File: config.mk
export PLATFORM = sky130hd
export DESIGN_NAME = ps2_tx
export DESIGN_NICKNAME = d
export VERILOG_FILES = /design/src/rtl/ps2_tx.sv
export SDC_FILE = /design/constraint.sdc
export NUM_CORES = 1
export LEC_CHECK = 0
export BUFFER_PORTS_ARGS = -buffer_cell sky130_fd_sc_hd__buf_2
export CAP_MARGIN = 20
export CORE_MARGIN = 1.5
export CORE_UTILIZATION = 57
export CTS_CLUSTER_SIZE = 28
export DETAILED_ROUTE_END_ITERATION = 12
export GPL_ROUTABILITY_DRIVEN = 0
export MAX_ROUTING_LAYER = met4
export PLACE_DENSITY = 0.78
export SLEW_MARGIN = 15
export SYNTH_ARGS = -nofsm -noshare
export SYNTH_HDL_FRONTEND = slang
export SYNTH_SLANG_ARGS = --single-unit
File: constraint.sdc
create_clock -name CLOCK -period 1.9 [get_ports CLOCK]
set_input_delay 0.19 -clock CLOCK [delete_from_list [all_inputs] [get_ports CLOCK]]
set_output_delay 0.19 -clock CLOCK [all_outputs]
set_load 0.03 [all_outputs]
File: src/rtl/ps2_tx.sv
// PS/2-style device transmitter: serialises start, data (LSB first), odd-XOR parity and stop bits
// on SDA/SCL, with host inhibit handling, a post-frame guard time and registered status pulses.
module ps2_tx #(
  parameter int DP_size = 8,
  parameter int CLK_DIV = 4
) (
  input  logic               CLOCK,
  input  logic               RESET,
  input  logic [DP_size-1:0] TX_DATA,
  input  logic               TX_VALID,
  input  logic               INHIBIT,
  output logic               TX_READY,
  output logic               SDA,
  output logic               SCL,
  output logic               DONE,
  output logic               ABORT
);

  localparam int NBITS   = DP_size + 3;
  localparam int BIT_LEN = 2 * CLK_DIV;
  localparam int BW      = $clog2(NBITS);
  localparam int PW      = $clog2(BIT_LEN);

  localparam logic [BW-1:0] LAST_BIT = BW'(NBITS - 1);
  localparam logic [BW-1:0] PAR_BIT  = BW'(NBITS - 2);
  localparam logic [PW-1:0] PH_FALL  = PW'(CLK_DIV - 1);
  localparam logic [PW-1:0] PH_HALF  = PW'(CLK_DIV);
  localparam logic [PW-1:0] PH_DONE  = PW'(BIT_LEN - 2);
  localparam logic [PW-1:0] PH_LAST  = PW'(BIT_LEN - 1);

  typedef enum logic [1:0] {
    IDLE  = 2'd0,
    XMIT  = 2'd1,
    GUARD = 2'd2
  } state_e;

  state_e             state_q, state_d;
  logic [BW-1:0]      bit_q, bit_d;
  logic [PW-1:0]      phase_q, phase_d;
  logic [NBITS-1:0]   frame_q, frame_d;
  logic               sda_q, sda_d;
  logic               scl_q, scl_d;
  logic               ready_q, ready_d;
  logic               armed_q, armed_d;
  logic               done_q, done_d;
  logic               abort_q, abort_d;

  logic accept;
  logic pre_parity;

  // armed_q keeps the first edge after reset from accepting before TX_READY has been shown.
  assign accept     = (state_q == IDLE) && armed_q && !INHIBIT && TX_VALID;
  assign pre_parity = (bit_q < PAR_BIT) || ((bit_q == PAR_BIT) && (phase_q < PH_HALF));

  always_comb begin
    // NOTE: every signal written here gets a default first so no path leaves it unassigned (no latches).
    state_d = state_q;
    bit_d   = bit_q;
    phase_d = phase_q;
    frame_d = frame_q;
    sda_d   = sda_q;
    scl_d   = scl_q;
    done_d  = 1'b0;
    abort_d = 1'b0;

    unique case (state_q)
      IDLE: begin
        if (accept) begin
          state_d = XMIT;
          bit_d   = '0;
          phase_d = '0;
          frame_d = {1'b1, ^TX_DATA, TX_DATA, 1'b0};
          sda_d   = 1'b0;
          scl_d   = 1'b1;
        end
      end

      XMIT: begin
        if (INHIBIT && pre_parity) begin
          state_d = IDLE;
          bit_d   = '0;
          phase_d = '0;
          sda_d   = 1'b1;
          scl_d   = 1'b1;
          abort_d = 1'b1;
        end else if (phase_q == PH_LAST) begin
          phase_d = '0;
          scl_d   = 1'b1;
          if (bit_q == LAST_BIT) begin
            state_d = GUARD;
            bit_d   = '0;
            sda_d   = 1'b1;
          end else begin
            bit_d   = bit_q + BW'(1);
            frame_d = frame_q >> 1;
            sda_d   = frame_q[1];
          end
        end else begin
          phase_d = phase_q + PW'(1);
          if (phase_q == PH_FALL) begin
            scl_d = 1'b0;
          end
        end
      end

      GUARD: begin
        sda_d  = 1'b1;
        scl_d  = 1'b1;
        done_d = (phase_q == PH_DONE);
        if (phase_q == PH_LAST) begin
          state_d = IDLE;
          phase_d = '0;
        end else begin
          phase_d = phase_q + PW'(1);
        end
      end

      default: begin
        state_d = IDLE;
        bit_d   = '0;
        phase_d = '0;
        sda_d   = 1'b1;
        scl_d   = 1'b1;
      end
    endcase

    ready_d = (state_d == IDLE) && !INHIBIT;
    armed_d = (state_d == IDLE);
  end

  // NOTE: state registers use non-blocking assignments so every flop samples pre-edge values.
  // NOTE: the frame register is reset along with the control state; it is narrow, so this costs nothing.
  always_ff @(posedge CLOCK or posedge RESET) begin
    if (RESET) begin
      state_q <= IDLE;
      bit_q   <= '0;
      phase_q <= '0;
      frame_q <= '1;
      sda_q   <= 1'b1;
      scl_q   <= 1'b1;
      ready_q <= 1'b0;
      armed_q <= 1'b0;
      done_q  <= 1'b0;
      abort_q <= 1'b0;
    end else begin
      state_q <= state_d;
      bit_q   <= bit_d;
      phase_q <= phase_d;
      frame_q <= frame_d;
      sda_q   <= sda_d;
      scl_q   <= scl_d;
      ready_q <= ready_d;
      armed_q <= armed_d;
      done_q  <= done_d;
      abort_q <= abort_d;
    end
  end

  assign TX_READY = ready_q;
  assign SDA      = sda_q;
  assign SCL      = scl_q;
  assign DONE     = done_q;
  assign ABORT    = abort_q;

endmodule

After elaboration in Yosys (flattened, before gate mapping)
Cells that the tools add are included.
{ "totals": {"ff_bits": 26, "in_bits": 12, "output_inout_bits": 5, "word_cells": 77} }
{ "classes": {"add_sub_neg": 2, "n_lt_le_gt_ge": 2, "n_eq_ne": 13, "mux": 33, "bitwise": 1, "n_reduce_logical": 16} }
{ "op_table": {"columns": ["operator", "n"], "rows": [
  ["$mux 11", 4],
  ["$pmux 11 s2", 1],
  ["$mux 4", 4],
  ["$pmux 4 s3", 1],
  ["$mux 1", 11],
  ["$mux 2", 5],
  ["$mux 3", 3],
  ["$pmux 3 s3", 1],
  ["$eq 4x4->1 const B", 2],
  ["$ne 2x2->1 const B", 4],
  ["$reduce_xor 8->1", 1],
  ["$eq 3x3->1 const B", 2],
  ["$logic_and 1x1->1", 6],
  ["$pmux 2 s3", 1],
  ["$reduce_and 5->1", 1],
  ["$add 4x1->4 const B", 1],
  ["$logic_not 2->1", 2],
  ["$lt 4x4->1 const B", 1],
  ["$ne 4x4->1 const B", 1],
  ["$pmux 1 s2", 2],
  ["$reduce_and 2->1", 2],
  ["$add 3x1->3 const B", 1],
  ["$eq 3x2->1 const B", 1],
  ["$lt 3x3->1 const B", 1],
  ["other kinds (8)", 8]
]} }

Depth between registers and ports, before layout
{ "logic_depth": {"word_depth": 8, "mapped_depth": 9, "ltp_nobuf": 7} }

Worst setup path after synthesis
No wires, ideal clock.
{ "synth_path": {"path_kind": "register to register", "from": "reg state_q[1]", "to": "reg frame_q[1]", "setup_time_ns": 0.089, "arrival_ns": 1.651, "t_required_ns": 1.811, "setup_slack_ns": 0.160, "stages_incl_launch_ff": 10, "n_path_buf": 2, "synth_period_minus_slack_ns": 1.740, "path_cell_list": "dfrtp_1 -> inv_1 -> ha_1 -> buf_2 -> nand2_1 -> nor4_1 -> o21ai_2 -> buf_6 -> nand2_1 -> o21ai_1"} }
{ "synth_via": {"elab_chain_cells": 6, "word_cells_on_any_way": 12, "cone_classes": "eq/ne: 5; mux: 1; reduce/logical: 6"} }
{ "synth_lines": {"columns": ["item", "line_no", "text"], "rows": [
  ["start: declaration", "37", "state_e state_q, state_d;"],
  ["start signal: assignment", "146", "state_q <= state_d;"],
  ["$logic_not 2->1", "52, 66", null],
  ["$logic_and 1x1->1 (3 in a row)", "52", "assign accept = (state_q == IDLE) && armed_q && !INHIBIT && TX_VALID;"],
  ["$ne 2x2->1 (no line)", null, null],
  ["$reduce_and 5->1 (no line)", null, null],
  ["end signal: assignment", "149", "frame_q <= frame_d;"],
  ["end: declaration", "40", "logic [NBITS-1:0] frame_q, frame_d;"]
]} }
Parallel ways exist; a longest one is shown, timed or not.
A chain may end at the register's enable or synchronous reset.

Worst setup path in the final report
{ "layout_path": {"from": "reg state_q[0]", "to": "reg bit_q[0]"} }
{ "layout_via": {"elab_chain_cells": 6, "word_cells_on_any_way": 11, "cone_classes": "eq/ne: 4; mux: 1; bitwise: 1; reduce/logical: 5"} }
{ "layout_lines": {"columns": ["item", "line_no", "text"], "rows": [
  ["$logic_not 2->1", "52, 66", null],
  ["$logic_and 1x1->1 (3 in a row)", "52", null],
  ["$ne 2x2->1 (no line)", null, null],
  ["$reduce_and 3->1 (no line)", null, null],
  ["end signal: assignment", "147", "bit_q <= bit_d;"],
  ["end: declaration", "38", "logic [BW-1:0] bit_q, bit_d;"]
]} }
Parallel ways exist; a longest one is shown, timed or not.

==> load_flow_metrics.sql <==
INSERT INTO impl_metrics (metric_group, metric, value, unit) VALUES
('synth', 'share_of_synthesized_area_spent_on_multiplexers', '6.96', '%'),
('outcome', 'outcome', 'finished clean', ''),
('place', 'post-place-cells', '194', ''),
('routing', 'wl_per_cell', '15.9', 'microns'),
('synth', 'netlist_area', '1460', 'sq um'),
('routing', 'initialDrtViolationCount', '35', ''),
('finish', 'nNetsFinal', '193', ''),
('cts', 'tritoncts_clock_tree', 'yes', ''),
('finish', 'antenna_cells', '0', ''),
('setup_path', 'arrival', '2.07', 'ns'),
('power', 'max-vdd-ir-drop', '0.838', 'mV'),
('setup_path', 'ff2ff_setup_slack', '0.05', 'ns'),
('synth', 'synth.lib_cells_used.distinct', '41', ''),
('routing', 'drt-total-wl', '3.21', 'mm'),
('synth', 'synth_edf_count', '0', ''),
('hold_path', 'holdPathEnd', 'frame_q[8]', ''),
('flow_run', 'maxCapViolCount', '0', ''),
('grt', 'maximum_number_of_pins_on_one_net_before_global_route_repair', '26', ''),
('floorplanning', 'die_w', '53.5', 'microns'),
('hold_path', 'hp-class', 'primary input to flip-flop', ''),
('finish', 'post_layout_nonfiller_instances', '202', ''),
('setup_path', 'cp-end-kind', 'flip-flop', ''),
('sta', 'post-route-period-util', '97.3', '%'),
('cts', 'clock_path_buffers', '2', ''),
('power', 'leakage', '0.000775', 'uW'),
('hold_path', 'holdPathStages', '3', ''),
('sta', 'setup_total_negative_slack', '0', 'ns'),
('grt', 'antenna_found_initial', '0', ''),
('sta', 'slew_viol_final', '0', ''),
('synth', 'syn_inst', '145', ''),
('synth', 'synth.yosys.seq_area_share', '44.0', '%'),
('sta', 'post-route-min-period', '1.85', 'ns'),
('synth', 'ys.flop_type', 'dfrtp_1', ''),
('floorplanning', 'start_util', '59.3', '%'),
('setup_path', 'regToRegEndpoint', 'bit_q[0]', ''),
('cts', 'clock-root-buffer', 'clkbuf_4', ''),
('setup_path', 'critPathLaunchType', 'flip-flop', ''),
('cts', 'clk_latency', '0.33', 'ns'),
('routing', 'post_drt_via_cell_ratio', '5.84', ''),
('sta', 'skew', '0.0109', 'ns'),
('floorplanning', 'die_height', '53.5', 'microns'),
('routing', 'ant_nets', '0', ''),
('setup_path', 'timing.critical_path.slowest_cell_delay', '0.44', 'ns'),
('grt', 'grt_overflow_total', '0', ''),
('power', 'p_per_area', '1270', 'nW/um^2'),
('routing', 'vias', '1180', ''),
('cts', 'clock-sinks', '25', ''),
('floorplanning', 'boundaryPins', '17', ''),
('synth', 'xor_and_xnor_area_share_after_synthesis', '4.21', '%'),
('setup_path', 'worstSetupPathType', 'flip-flop to flip-flop', ''),
('cts', 'cts.htree.levels', '1', ''),
('synth', 'ys_warn_count', '0', ''),
('synth', 'synth_simple_gate_area_share', '14.9', '%'),
('power', 'finalPower', '2180', 'uW'),
('finish', 'layout.cells.most_common', 'nand2_1', ''),
('grt', 'grt_pass1_vias', '1096', ''),
('setup_path', 'cp_slowest_cell', 'dfrtp_1', ''),
('finish', 'mostFrequentLayoutCells', '22 x nand2_1, 16 x buf_2, 13 x dfrtp_1, 12 x dfstp_2, 12 x o21ai_1', ''),
('routing', 'drt_pre_antenna_iters', '4', ''),
('routing', 'post_detailed_route_drc_marker_count', '0', ''),
('setup_path', 'cp_max_fo', '6', ''),
('floorplanning', 'placement_rows', '18', ''),
('setup_path', 'worstPathCellList', 'inv_1 > ha_2 > buf_4 > nor3b_1 > o21ai_1 > o21ai_4 > mux2_2', ''),
('finish', 'layout-drive-gt1-share', '34.9', '%'),
('cts', 'clkTransAtPathRegs', '0.15', 'ns'),
('sta', 'fmax', '541', 'MHz'),
('synth', 'synth-async-reset-ratio', '100', '%'),
('sta', 'relSlewSlack', '73.0', '%'),
('cts', 'tritoncts.num_buffers', '3', ''),
('place', 'port-buffer-count', '16', ''),
('place', 'dp.final_hpwl', '2.18', 'mm');
synthesized netlist by cell type (all sizes together), types with 2 or more instances:
cell type / instances / share of area (%)
a21oi: 2 / 0.95
buf: 4 / 2.2
dfrtp: 13 / 22
dfstp: 12 / 22
ha: 8 / 6.9
inv: 11 / 2.8
mux2i: 9 / 6.2
nand2: 22 / 5.7
nand2b: 2 / 0.86
nand3: 2 / 0.69
nor2: 5 / 1.3
nor3: 3 / 1.0
o21ai: 18 / 6.7
o22ai: 6 / 3.0
o31ai: 2 / 1.0
xnor2: 6 / 3.6
sequential cells by signal (all words and copies together), names as in the netlist:
register / flops
TX_READY: 1
armed_q: 1
frame_q: 10
bit_q: 4
SCL: 1
phase_q: 3
SDA: 1
state_q: 2
DONE: 1
ABORT: 1
area by class of cell:
| class | count | area (sq um) |
|---|---|---|
| Sequential cell | 25 | 641 |
| Inverter | 11 | 41.3 |
| Clock inverter | 1 | 6.26 |
| Timing Repair Buffer | 27 | 165 |
| Fill cell | 190 | 739 |
| Multi-Input combinational cell | 105 | 802 |
| Clock buffer | 3 | 22.5 |
| Tap cell | 30 | 37.5 |
layer usage:
metal	vias up	share of wire, %	GRT usage, %
met3	9	4.0	3.39
met4	0	2.1	5.56
met2	41	50	42.8
li1	561	-	-
met5	-	0	-
met1	569	44	31.0
worst max path at each step:
stage	start	endpoint	slack (ns)	cells past startpoint
2_1_floorplan	state_q[1]	frame_q[1]	0.16	9
3_3_place_gp	state_q[1]	TX_READY	-0.005	7
3_5_place_dp	state_q[1]	TX_READY	-0.09	7
4_1_cts	phase_q[0]	frame_q[9]	0.05	7
5_1_grt	state_q[0]	bit_q[0]	-0.07	7
6_report	state_q[0]	bit_q[0]	0.05	7
logic make-up (layout without fill, tap and decap cells):
family | Yosys count | in the layout
adder cells (fa/ha/maj) | 8 | 8
multiplexers | 10 | 10
AO/OA/AOI/OAI | 38 | 38
AND/OR/NAND/NOR | 42 | 42
flip-flops | 25 | 25
buffers and inverters | 15 | 42
XOR/XNOR | 7 | 7
power by group:
group	switching, uW	leakage [uW]	internal [uW]
registers	99.2	0.000300	758
logic	612	0.000457	459
clock network	170	0.0000183	82.1
through the flow:
step | cell area (sq um) | hold slack [ns] | util, % | setup slack [ns]
final | 1720 | 0.138 | 69.9 | 0.0508
after global routing | 1720 | 0.136 | 69.9 | -0.0701
after CTS | 1660 | 0.110 | 67.7 | 0.0524
after detailed placement | 1590 | 0.260 | 64.9 | -0.0922
after global placement | 1590 | 0.246 | 64.9 | -0.00463
after floorplan | 1460 | 0.208 | - | 0.160
timing repair:
| item | 4_1_cts | 5_1_grt |
|---|---|---|
| hold buffers | 1 | 0 |
| buffers inserted | 2 | 1 |
| gates resized for setup | 3 | 10 |
| endpoints found under the setup margin | 13 | 17 |
| hold endpoints to repair | 13 | 0 |
| pin swaps | 1 | 3 |
worst max-delay path, delay by kind of cell, from the launching register on:
family	cells	cell delay [ns]
AO/OA/AOI/OAI	2	0.27
adder cells (fa/ha/maj)	1	0.22
buffers and inverters	2	0.27
flip-flops	1	0.44
multiplexers	1	0.35
AND/OR/NAND/NOR	1	0.21
Power figures use the tool's default switching activity.
